<file path="src/rtl/fsm_seq_pkg.sv">
// Shared state encoding and default widths for the FSM stimulus sequencer.
// Latency: n/a (types and constants only).
// Backpressure: n/a.
package fsm_seq_pkg;

    localparam int PAT_W_DEF = 16;
    localparam int CNT_W_DEF = $clog2(PAT_W_DEF + 1);

    typedef enum logic [1:0] {
        IDLE = 2'd0,
        INIT = 2'd1,
        RUN  = 2'd2,
        DONE = 2'd3
    } seq_state_t;

endpackage

</file>
<file path="src/rtl/fsm_seq_shreg.sv">
// Loadable right-shift pattern register with remaining-bit counter and last-bit flag.
// Latency: load/shift take effect on the next rising edge; flags are combinational.
// Backpressure: none; load has priority over shift.
module fsm_seq_shreg
    import fsm_seq_pkg::*;
#(
    parameter int PAT_W = PAT_W_DEF,
    parameter int CNT_W = CNT_W_DEF
) (
    input  logic             clk,
    input  logic             reset,
    input  logic             load,
    input  logic             shift,
    input  logic [PAT_W-1:0] load_pat,
    input  logic [CNT_W-1:0] load_len,
    output logic             bit0,
    output logic             cnt_zero,
    output logic             last
);

    logic [PAT_W-1:0] pat_q;
    logic [CNT_W-1:0] cnt_q;
    logic [CNT_W-1:0] len_clamped;

    // Requests longer than the register are cut to the register width.
    assign len_clamped = (int'(load_len) > PAT_W) ? CNT_W'(PAT_W) : load_len;

    always_ff @(posedge clk or negedge reset) begin
        if (!reset) begin
            pat_q <= '0;
            cnt_q <= '0;
        end else if (load) begin
            pat_q <= load_pat;
            cnt_q <= len_clamped;
        end else if (shift) begin
            pat_q <= pat_q >> 1;
            cnt_q <= cnt_q - CNT_W'(1);
        end
    end

    assign bit0     = pat_q[0];
    assign cnt_zero = (cnt_q == '0);
    assign last     = (cnt_q == CNT_W'(1));

endmodule

</file>
<file path="src/rtl/fsm_stim_sequencer.sv">
// Drives a serial stimulus run into a Moore/Mealy detector and counts its outputs; optional trace via FSM_SEQ_TRACE_EN.
// Latency: done pulses len+2 cycles after the accepted start (len clamped to PAT_W).
// Backpressure: none; start is only honoured in IDLE and is dropped otherwise.
module fsm_stim_sequencer
    import fsm_seq_pkg::*;
#(
    parameter int PAT_W = PAT_W_DEF,
    parameter int CNT_W = CNT_W_DEF
) (
    input  logic             clk,
    input  logic             reset,
    input  logic             start,
    input  logic [PAT_W-1:0] pattern,
    input  logic [CNT_W-1:0] len,
    output logic             fsm_rst_n,
    output logic             x_out,
    input  logic             fsm_moore,
    input  logic             fsm_mealy,
    output logic             busy,
    output logic             done,
    output logic [CNT_W-1:0] moore_cnt,
    output logic [CNT_W-1:0] mealy_cnt,
    output logic [PAT_W-1:0] trace
);

    seq_state_t state_q, state_nxt;
    logic       accept;
    logic       in_run;
    logic       sh_bit0, sh_zero, sh_last;

    assign accept = (state_q == IDLE) && start;
    assign in_run = (state_q == RUN);

    fsm_seq_shreg #(
        .PAT_W (PAT_W),
        .CNT_W (CNT_W)
    ) u_shreg (
        .clk      (clk),
        .reset    (reset),
        .load     (accept),
        .shift    (in_run),
        .load_pat (pattern),
        .load_len (len),
        .bit0     (sh_bit0),
        .cnt_zero (sh_zero),
        .last     (sh_last)
    );

    always_ff @(posedge clk or negedge reset) begin
        if (!reset) begin
            state_q <= IDLE;
        end else begin
            state_q <= state_nxt;
        end
    end

    always_comb begin
        state_nxt = state_q;
        busy      = 1'b0;
        done      = 1'b0;
        x_out     = 1'b0;
        case (state_q)
            IDLE: begin
                if (start) state_nxt = INIT;
            end
            INIT: begin
                busy      = 1'b1;
                state_nxt = sh_zero ? DONE : RUN;
            end
            RUN: begin
                busy  = 1'b1;
                x_out = sh_bit0;
                if (sh_last) state_nxt = DONE;
            end
            DONE: begin
                done      = 1'b1;
                state_nxt = IDLE;
            end
            default: state_nxt = IDLE;
        endcase
    end

    // Registered so the detector sees a clean reset for exactly the INIT cycle.
    always_ff @(posedge clk or negedge reset) begin
        if (!reset) begin
            fsm_rst_n <= 1'b0;
        end else begin
            fsm_rst_n <= (state_nxt != INIT);
        end
    end

    always_ff @(posedge clk or negedge reset) begin
        if (!reset) begin
            moore_cnt <= '0;
            mealy_cnt <= '0;
        end else if (accept) begin
            moore_cnt <= '0;
            mealy_cnt <= '0;
        end else if (in_run) begin
            if (fsm_moore) moore_cnt <= moore_cnt + CNT_W'(1);
            if (fsm_mealy) mealy_cnt <= mealy_cnt + CNT_W'(1);
        end
    end

`ifdef FSM_SEQ_TRACE_EN
    logic [PAT_W-1:0] trace_q;

    // Newest Mealy sample enters at bit 0, older samples move toward the MSB.
    always_ff @(posedge clk or negedge reset) begin
        if (!reset) begin
            trace_q <= '0;
        end else if (accept) begin
            trace_q <= '0;
        end else if (in_run) begin
            trace_q <= {trace_q[PAT_W-2:0], fsm_mealy};
        end
    end

    assign trace = trace_q;
`else
    assign trace = '0;
`endif

endmodule

</file>
<file path="config.mk">
export PLATFORM = sky130hd
export DESIGN_NAME = fsm_stim_sequencer
export DESIGN_NICKNAME = d
export VERILOG_FILES = /design/src/rtl/fsm_seq_pkg.sv /design/src/rtl/fsm_seq_shreg.sv /design/src/rtl/fsm_stim_sequencer.sv
export SDC_FILE = /design/constraint.sdc
export NUM_CORES = 1
export LEC_CHECK = 0
export CORE_MARGIN = 2
export CORE_UTILIZATION = 50
export DETAILED_ROUTE_END_ITERATION = 6
export PLACE_DENSITY = 0.86
export SYNTH_ARGS = -nofsm -noshare
export SYNTH_HDL_FRONTEND = slang
export SYNTH_SLANG_ARGS = --single-unit
</file>
<file path="constraint.sdc">
create_clock -name clk -period 4 [get_ports clk]
set_input_delay 0.8 -clock clk [delete_from_list [all_inputs] [get_ports clk]]
set_output_delay 0.8 -clock clk [all_outputs]
set_load 0.02 [all_outputs]
</file>
; ---- Word level (Yosys, flattened, before mapping)
; Cells that the tools add are included.
[word_totals]
regBits = 34
latch_bits = 0
mem_bits_rw = 0
romBits = 0
inputBits = 26
output_inout_bits = 30
elab_cells = 42
mem_count = 0
[classes]
add_sub_neg = 3
multipliers = 0
div = 0
magnitude_cmp = 1
n_eq_ne = 5
n_shift = 0
mux = 18
bitwise_logic = 0
n_reduce_logical = 9
[op_table]
columns = op, n
row1 = 5-bit 2-to-1 mux, 9
row2 = 16-bit 2-to-1 mux, 2
row3 = 5-bit by 1-bit adder with 5-bit output (second input constant), 2
row4 = 2-bit one-hot mux with 4 select lines, 1
row5 = 2-bit nonzero test, 3
row6 = 5-bit by 1-bit == test with 1-bit output (second input constant), 1
row7 = 5-bit > comparator (second input constant), 1
row8 = 5-bit logical NOT, 1
row9 = 5-bit by 1-bit subtractor with 5-bit output (second input constant), 1
row10 = 2-bit == test (second input constant), 2
row11 = 1-bit 2-to-1 mux, 4
row12 = 2-bit 2-to-1 mux, 2
row13 = 2-bit AND reduction, 2
row14 = 2-bit by 1-bit == test with 1-bit output (second input constant), 1
row15 = 2-bit logical NOT, 1
row16 = 2-bit by 1-bit inequality test with 1-bit output (second input constant), 1
row17 = 2-bit OR reduction, 1
row18 = 1-bit logical AND, 1

; ---- Longest topological paths before layout
; Gate-level depths: netlist (run 1).
[logic_depth]
depth_word = 4
ltp_mapped = 7
ltp_nobuf = 5

; ---- Cells and area by module
; From an unflattened synthesis (run 1), not the netlist that was laid out.
[unflattened]
cells_unflattened = 185
area_unflattened_um2 = 1855.5
[modules_own_cells]
columns = module, instances, cells_per_inst, area_per_inst_um2, seq_area_each_um2
row1 = fsm_seq_shreg, 1, 102, 1053.5, 525.5
row2 = fsm_stim_sequencer, 1, 83, 802.0, 325.3

; ---- Least setup slack after synthesis (run 1)
; No wires, ideal clock.
[synth_path]
path_kind = register to output
startpoint = reg state_q[0]
endpoint = out x_out
arrival_time_ps = 1256
required_ps = 3200
slack_ps = 1944
stages_incl_launch_ff = 6
n_path_buf = 2
path_cell_list = dfrtp_1 inv_1 ha_1 buf_6 buf_4 and2_1
[synth_via]
elab_chain_cells = 2
[synth_rtl]
columns = item, line
row1 = from (decl), fsm_stim_sequencer.sv:26  ; seq_state_t state_q, state_nxt;
row2 = from (signal assigned), fsm_stim_sequencer.sv:53  ; state_q <= state_nxt;
row3 = 2-bit == test, fsm_stim_sequencer.sv:62  ; case (state_q)
row4 = 1-bit 2-to-1 mux, fsm_stim_sequencer.sv:62
row5 = to (decl), fsm_stim_sequencer.sv:16  ; output logic x_out,
; No other way between the ends.

; ---- Worst setup path after layout (run 1)
; Ends and elaborated chain as after synthesis.

==> impl_metrics.py, run 1 <==
metrics = {
    "status": {
        "status": "finished, final reports clean",
    },
    "grt": {
        "grt_max_degree": 36,
        "grt_pass1_vias": 1389,
        "track_usage_pct": 18.04,
        "met3_usage_pct": 6.162,
        "grt_pass1_wl_mm": 5.802,
        "met1_usage_pct": 20.64,
        "antenna_found_initial": 0,
        "globalRoute.busiestLayer": "met2",
        "grt_overflow": 0,
        "met2_usage_pct": 30.73,
    },
    "logic_synthesis": {
        "synth_seq_cells": 34,
        "yosys_warnings": 0,
        "synth_area_mm2": 0.001817,
        "ys_types": 29,
        "seq_area_frac_synth_pct": 46.83,
        "syn_avg_cell_area_um2": 9.874,
        "synthCells": 184,
    },
    "worst_setup_path": {
        "crit_path_end_kind": "output pin",
        "worst_ep_required_time_ns": 3.20,
        "endpoint": "x_out",
        "reg2reg_slack_ns": 2.02,
        "startpoint": "state_q[0]",
        "worstPathArrival_ns": 1.81,
        "cp_slowest_cell": "clkdlybuf4s50_1",
        "cp.depth": 4,
        "path_delay_family": "buffers and inverters",
        "reg2reg_to": "u_shreg.cnt_q[4]",
        "worstRegToRegCells": 6,
        "critical_path.max_stage_delay_ns": 0.60,
        "path_class": "flip-flop to output pin",
        "r2r-start": "state_q[0]",
        "path_cells": "inv_1, ha_1, and2_1, clkdlybuf4s50_1",
        "cp_max_fo": 5,
        "setup.worst_path.start_class": "flip-flop",
        "crit_buf_inv": 2,
    },
    "timing": {
        "clock-skew-final_ns": 0.008773,
        "finalWorstSetupSlack_ns": 1.392,
        "period_share_pct": 65.20,
        "final_hold_viol_count": 0,
        "drv_slew": 0,
        "finalSetupTns_ns": 0,
        "finalSetupViolCount": 0,
        "hold_ws_ns": 0.5307,
        "max_freq_mhz": 383.4,
        "grt_setup_unrepaired": "false",
        "post-route-min-period_ns": 2.608,
    },
    "pwr": {
        "seq_power_share_pct": 41.0,
        "clkPwrFrac_pct": 11.6,
        "switching_share_pct": 40.18,
        "intPower_uw": 872.8,
        "vdd_drop_max_mv": 0.3631,
        "power_leakage_uw": 0.0009747,
        "p_sw_uw": 586.2,
        "power_uw": 1459,
        "pwr-share-comb_pct": 47.4,
        "powerDensity_mw_per_mm2": 656.9,
    },
    "routing": {
        "wirelength_mm": 3.221,
        "drc_errors": 0,
        "viasPerCell": 4.989,
        "dr.first_iter.drc_count": 57,
        "ant_nets": 0,
        "dr.pass1.iters": 4,
        "avgRoutedWirePerCell_um": 11.93,
        "vias": 1347,
    },
    "hold_path": {
        "hold_class": "flip-flop to flip-flop",
        "min_from": "u_shreg.pat_q[15]",
    },
    "finish": {
        "drive_gt1_share_pct": 5.804,
        "antenna_cells": 0,
        "n_fill_cell": 309,
        "area_delta_synth_final_pct": 22.25,
        "nets": 259,
        "fin_area_mm2": 0.002221,
    },
    "clock_network": {
        "cts_buffers": 5,
        "clk_latency_ns": 0.33,
        "ctsHtreeMaxLevel": 2,
        "clk_path_buf_depth": 2,
        "path_clk_slew_ns": 0.10,
        "cts.sinks": 34,
        "cts_tree": "done",
        "root_buffer": "clkbuf_4",
        "ctsResizeCount": 0,
        "cts_setup_buffers": 0,
        "ctsHoldBuffers": 0,
    },
    "run": {
        "cap_viol_max_count": 0,
    },
    "floorplan": {
        "core_mm2": 0.003416,
        "io_pins": 56,
        "die_w_um": 64.28,
        "rows": 21,
        "die_h_um": 64.28,
        "dieArea_mm2": 0.004132,
        "start_util_pct": 53.19,
    },
    "placed_design": {
        "gp_congestion": 0.7775,
        "hpwlAfterDp_mm": 2.306,
        "dpl_cell_area_mm2": 0.002173,
        "portBuffers": 39,
        "dp_slack_ns": 1.584,
    },
}
## through the flow
| step | std cells | utilization, % |
|---|---|---|
| 6_report | 270 | 65.02 |
| 3_5_place_dp | 263 | 63.63 |
| 4_1_cts | 270 | 65.02 |
| 3_3_place_gp | 263 | 63.63 |
| 2_1_floorplan | 199 | - |
| 5_1_grt | 270 | 65.02 |
## area by class of cell
type | count | area (um^2) | area share (%)
Multi-Input combinational cell | 136 | 833.3 | 37.52
Sequential cell | 34 | 850.8 | 38.31
Tap cell | 46 | 57.56 | 2.592
Inverter | 5 | 18.77 | 0.8451
Timing Repair Buffer | 42 | 412.9 | 18.59
Clock buffer | 5 | 37.54 | 1.690
Clock inverter | 2 | 10.01 | 0.4507
## state kept, by name (all words and copies together) (netlist names)
register and flops:
state_q 2, mealy_cnt 5, u_shreg.pat_q 16, moore_cnt 5, u_shreg.cnt_q 5, fsm_rst_n 1
## worst reg2reg max path: cells and delay by family (launching register included)
family	cells	cell delay [ns]
AOI/OAI and AO/OA	1	0.18
adders and majority gates	1	0.20
buffers and inverters	2	0.49
DFF	1	0.44
and+or+nand+nor	2	0.60
## cell usage in the layout, fill, tap and decap left out, types with 2 or more instances in the layout
cell,count
mux2i_1,15
buf_4,3
xnor2_1,2
a21oi_1,8
dfrtp_1,34
or3_1,5
clkinv_2,2
conb_1,16
clkdlybuf4s50_1,39
ha_1,9
and2_1,2
nand3_1,8
xor2_1,5
clkbuf_4,5
nand2_1,26
o21ai_0,23
inv_1,5
nor2_1,6
## logic make-up after synthesis
kind of cell | after synthesis | share of synthesized area [%]
fa+ha+maj | 9 | 6.198
mux | 15 | 8.264
simple gates | 54 | 14.46
buf+inv | 29 | 10.40
compound gates | 35 | 10.26
other cells | 1 | 0.2064
flops | 34 | 46.83
xor+xnor | 7 | 3.375
## power groups by stage
stage          registers (uW)  clock network [uW]  logic, uW
2_1_floorplan             618                   0        491
3_3_place_gp              597                   0        670
3_5_place_dp              606                   0        696
6_report                  598                 170        691
5_1_grt                   621                 200        781
4_1_cts                   598                 181        701
## worst min-delay path by stage
| stage | depth (start not counted) | slack, ns | end |
|---|---|---|---|
| floorplan | 2 | 0.48 | u_shreg.pat_q[15] |
| global placement | 2 | 0.50 | u_shreg.pat_q[15] |
| detailed placement | 2 | 0.50 | u_shreg.pat_q[15] |
| CTS | 2 | 0.53 | u_shreg.pat_q[15] |
| global route | 2 | 0.58 | u_shreg.pat_q[15] |
| finish | 2 | 0.53 | u_shreg.pat_q[15] |
## metal layers
| layer | share of wire [%] | vias to the layer above |
|---|---|---|
| met5 | 0 | - |
| met4 | 1.8 | 0 |
| met3 | 4.8 | 6 |
| met2 | 50 | 35 |
| met1 | 44 | 634 |
| li1 | - | 672 |
## Yosys cell counts
master | number | area (um^2)
clkbuf_1 | 1 | 3.750
a31oi_1 | 1 | 6.260
o31ai_1 | 1 | 7.510
xor2_1 | 5 | 43.79
dfrtp_1 | 34 | 850.8
and2_1 | 2 | 12.51
nor3b_1 | 1 | 7.510
o21ai_0 | 23 | 115.1
a221oi_1 | 1 | 8.760
buf_4 | 18 | 135.1
a21oi_1 | 8 | 40.04
or4_1 | 1 | 7.510
buf_2 | 4 | 20.02
xnor2_1 | 2 | 17.52
inv_1 | 5 | 18.77
a22o_1 | 1 | 8.760
nand3_2 | 1 | 10.01
nand3_1 | 8 | 40.04
nand2_2 | 1 | 6.260
nor3_1 | 1 | 5.000
mux2i_1 | 15 | 150.1
conb_1 | 1 | 3.750
buf_6 | 1 | 11.26
ha_1 | 9 | 112.6
nor4b_2 | 1 | 15.01
nand3b_1 | 1 | 7.510
nor2_1 | 6 | 22.52
or3_1 | 5 | 31.28
nand2_1 | 26 | 97.59
Power figures use the tool's default switching activity.
==> inputs of run 2 (changes only) <==
- CORE_UTILIZATION: 50 -> 46
- PLACE_DENSITY: 0.86 -> 0.8
- clock period: 4 -> 2.5 ns (I/O delays scaled with it)
==> impl_metrics.py, run 2 (synthesized netlist as in run 1, its figures left out) <==
metrics = {
    "worst_setup_path": {
        "cp_max_fo": 5,
        "setup.worst_path.start_class": "flip-flop",
        "worstPathArrival_ns": 1.74,
        "crit_path_end_kind": "output pin",
        "path_class": "flip-flop to output pin",
        "worst_ep_required_time_ns": 2.00,
    },
    "clock_network": {
        "clk_latency_ns": 0.30,
        "ctsResizeCount": 0,
        "path_clk_slew_ns": 0.07,
        "cts_setup_buffers": 0,
        "cts_tree": "done",
        "clk_path_buf_depth": 2,
        "ctsHoldBuffers": 0,
        "root_buffer": "clkbuf_8",
        "cts_buffers": 5,
        "ctsHtreeMaxLevel": 2,
        "cts.sinks": 34,
    },
    "floorplan": {
        "die_w_um": 66.85,
        "dieArea_mm2": 0.004468,
        "die_h_um": 66.85,
        "core_mm2": 0.003716,
        "start_util_pct": 48.89,
        "io_pins": 56,
        "rows": 22,
    },
    "routing": {
        "dr.first_iter.drc_count": 86,
        "wirelength_mm": 3.361,
        "vias": 1364,
        "route.met2.wl_mm": 1.644,
        "routed-wl-met3_um": 173,
        "avgRoutedWirePerCell_um": 12.31,
        "drt-met1-wl_mm": 1.445,
        "ant_nets": 0,
        "dr.pass1.iters": 4,
        "viasPerCell": 4.996,
        "routed.top_layer": "met4",
        "drc_errors": 0,
    },
    "timing": {
        "finalWorstSetupSlack_ns": 0.2627,
        "max_freq_mhz": 447.0,
        "finalSetupTns_ns": 0,
        "grt_setup_unrepaired": "false",
        "clock-skew-final_ns": 0.01055,
        "final_hold_viol_count": 0,
        "post-route-min-period_ns": 2.237,
        "period_share_pct": 89.49,
        "finalSetupViolCount": 0,
        "drv_slew": 0,
    },
    "finish": {
        "final_common_cell": "clkdlybuf4s50_1",
        "regMostFlops": "u_shreg.pat_q",
        "n_fill_cell": 321,
        "largest_register_ffs": 16,
        "fin_area_mm2": 0.002326,
        "area_delta_synth_final_pct": 28.03,
        "nets": 259,
        "drive_gt1_share_pct": 6.222,
        "antenna_cells": 0,
        "final_core_util_pct": 62.59,
        "layout_common_cells": "clkdlybuf4s50_1, dfrtp_1, nand2_1",
    },
    "placed_design": {
        "gp_congestion": 0.8025,
        "portBuffers": 39,
        "hpwlAfterDp_mm": 2.380,
        "dpl_cell_area_mm2": 0.002188,
        "dp_slack_ns": 0.5634,
    },
    "pwr": {
        "intPower_uw": 1707,
        "switching_share_pct": 36.61,
        "powerDensity_mw_per_mm2": 1158,
        "seq_power_share_pct": 35.7,
        "clkPwrFrac_pct": 22.7,
        "vdd_drop_max_mv": 0.4425,
        "power_leakage_uw": 0.001015,
        "pwr-share-comb_pct": 41.6,
        "p_sw_uw": 985.8,
    },
    "run": {
        "cap_viol_max_count": 0,
    },
    "grt": {
        "grt_max_degree": 39,
        "antenna_found_initial": 0,
        "grt_pass1_vias": 1289,
        "grt_pass1_wl_mm": 5.637,
        "track_usage_pct": 17.08,
        "grt_overflow": 0,
    },
    "status": {
        "status": "finished, final reports clean",
    },
    "hold_path": {
        "hold_class": "flip-flop to flip-flop",
    },
}
-- run 2: per-stage QoR --
stage	hold WS (ns)	total power, uW	cells
after CTS	0.5245	2725	273
after detailed placement	0.5038	2098	265
final	0.5291	2693	273
after floorplan	0.2044	1774	199
after global routing	0.5632	2897	273
after global placement	0.5013	2050	265
-- run 2: path summary, 6_finish.rpt --
kind                                   start                 to  slack [ns]  depth (start not counted)
max                               state_q[0]              x_out        0.26                          4
min                        u_shreg.pat_q[15]  u_shreg.pat_q[15]        0.53                          2
min in group asynchronous              reset  u_shreg.pat_q[12]        0.61                          2
max reg2reg                       state_q[0]   u_shreg.cnt_q[4]        0.58                          6
min reg2reg                u_shreg.pat_q[15]  u_shreg.pat_q[15]        0.53                          2
max in group asynchronous              reset   u_shreg.pat_q[6]        1.59                          2
-- run 2: final cells by class --
cell class	count	area (um^2)	area share, %
Tap cell	48	60.06	2.582
Inverter	5	18.77	0.8069
Sequential cell	34	850.8	36.58
Multi-Input combinational cell	136	833.3	35.83
Clock inverter	3	68.82	2.959
Clock buffer	5	68.82	2.959
Timing Repair Buffer	42	425.4	18.29
-- run 2: layer usage --
metal | vias up | GRT usage, %
li1 | 671 | -
met1 | 646 | 19.68
met2 | 39 | 28.13
met3 | 8 | 5.743
met4 | 0 | 8.673
met5 | - | 0
-- run 2: worst max-delay path, cell delays in order (launching register included) --
cell and delay, ns:
dfrtp_1 0.42, inv_1 0.12, ha_1 0.17, and2_1 0.13
clkdlybuf4s50_1 0.60
-- run 2: power groups by stage --
stage	registers (uW)	clock network (uW)	logic, uW
2_1_floorplan	989	0	785
6_report	962	612	1120
3_5_place_dp	969	0	1130
4_1_cts	961	628	1140
3_3_place_gp	960	0	1090
5_1_grt	987	651	1260
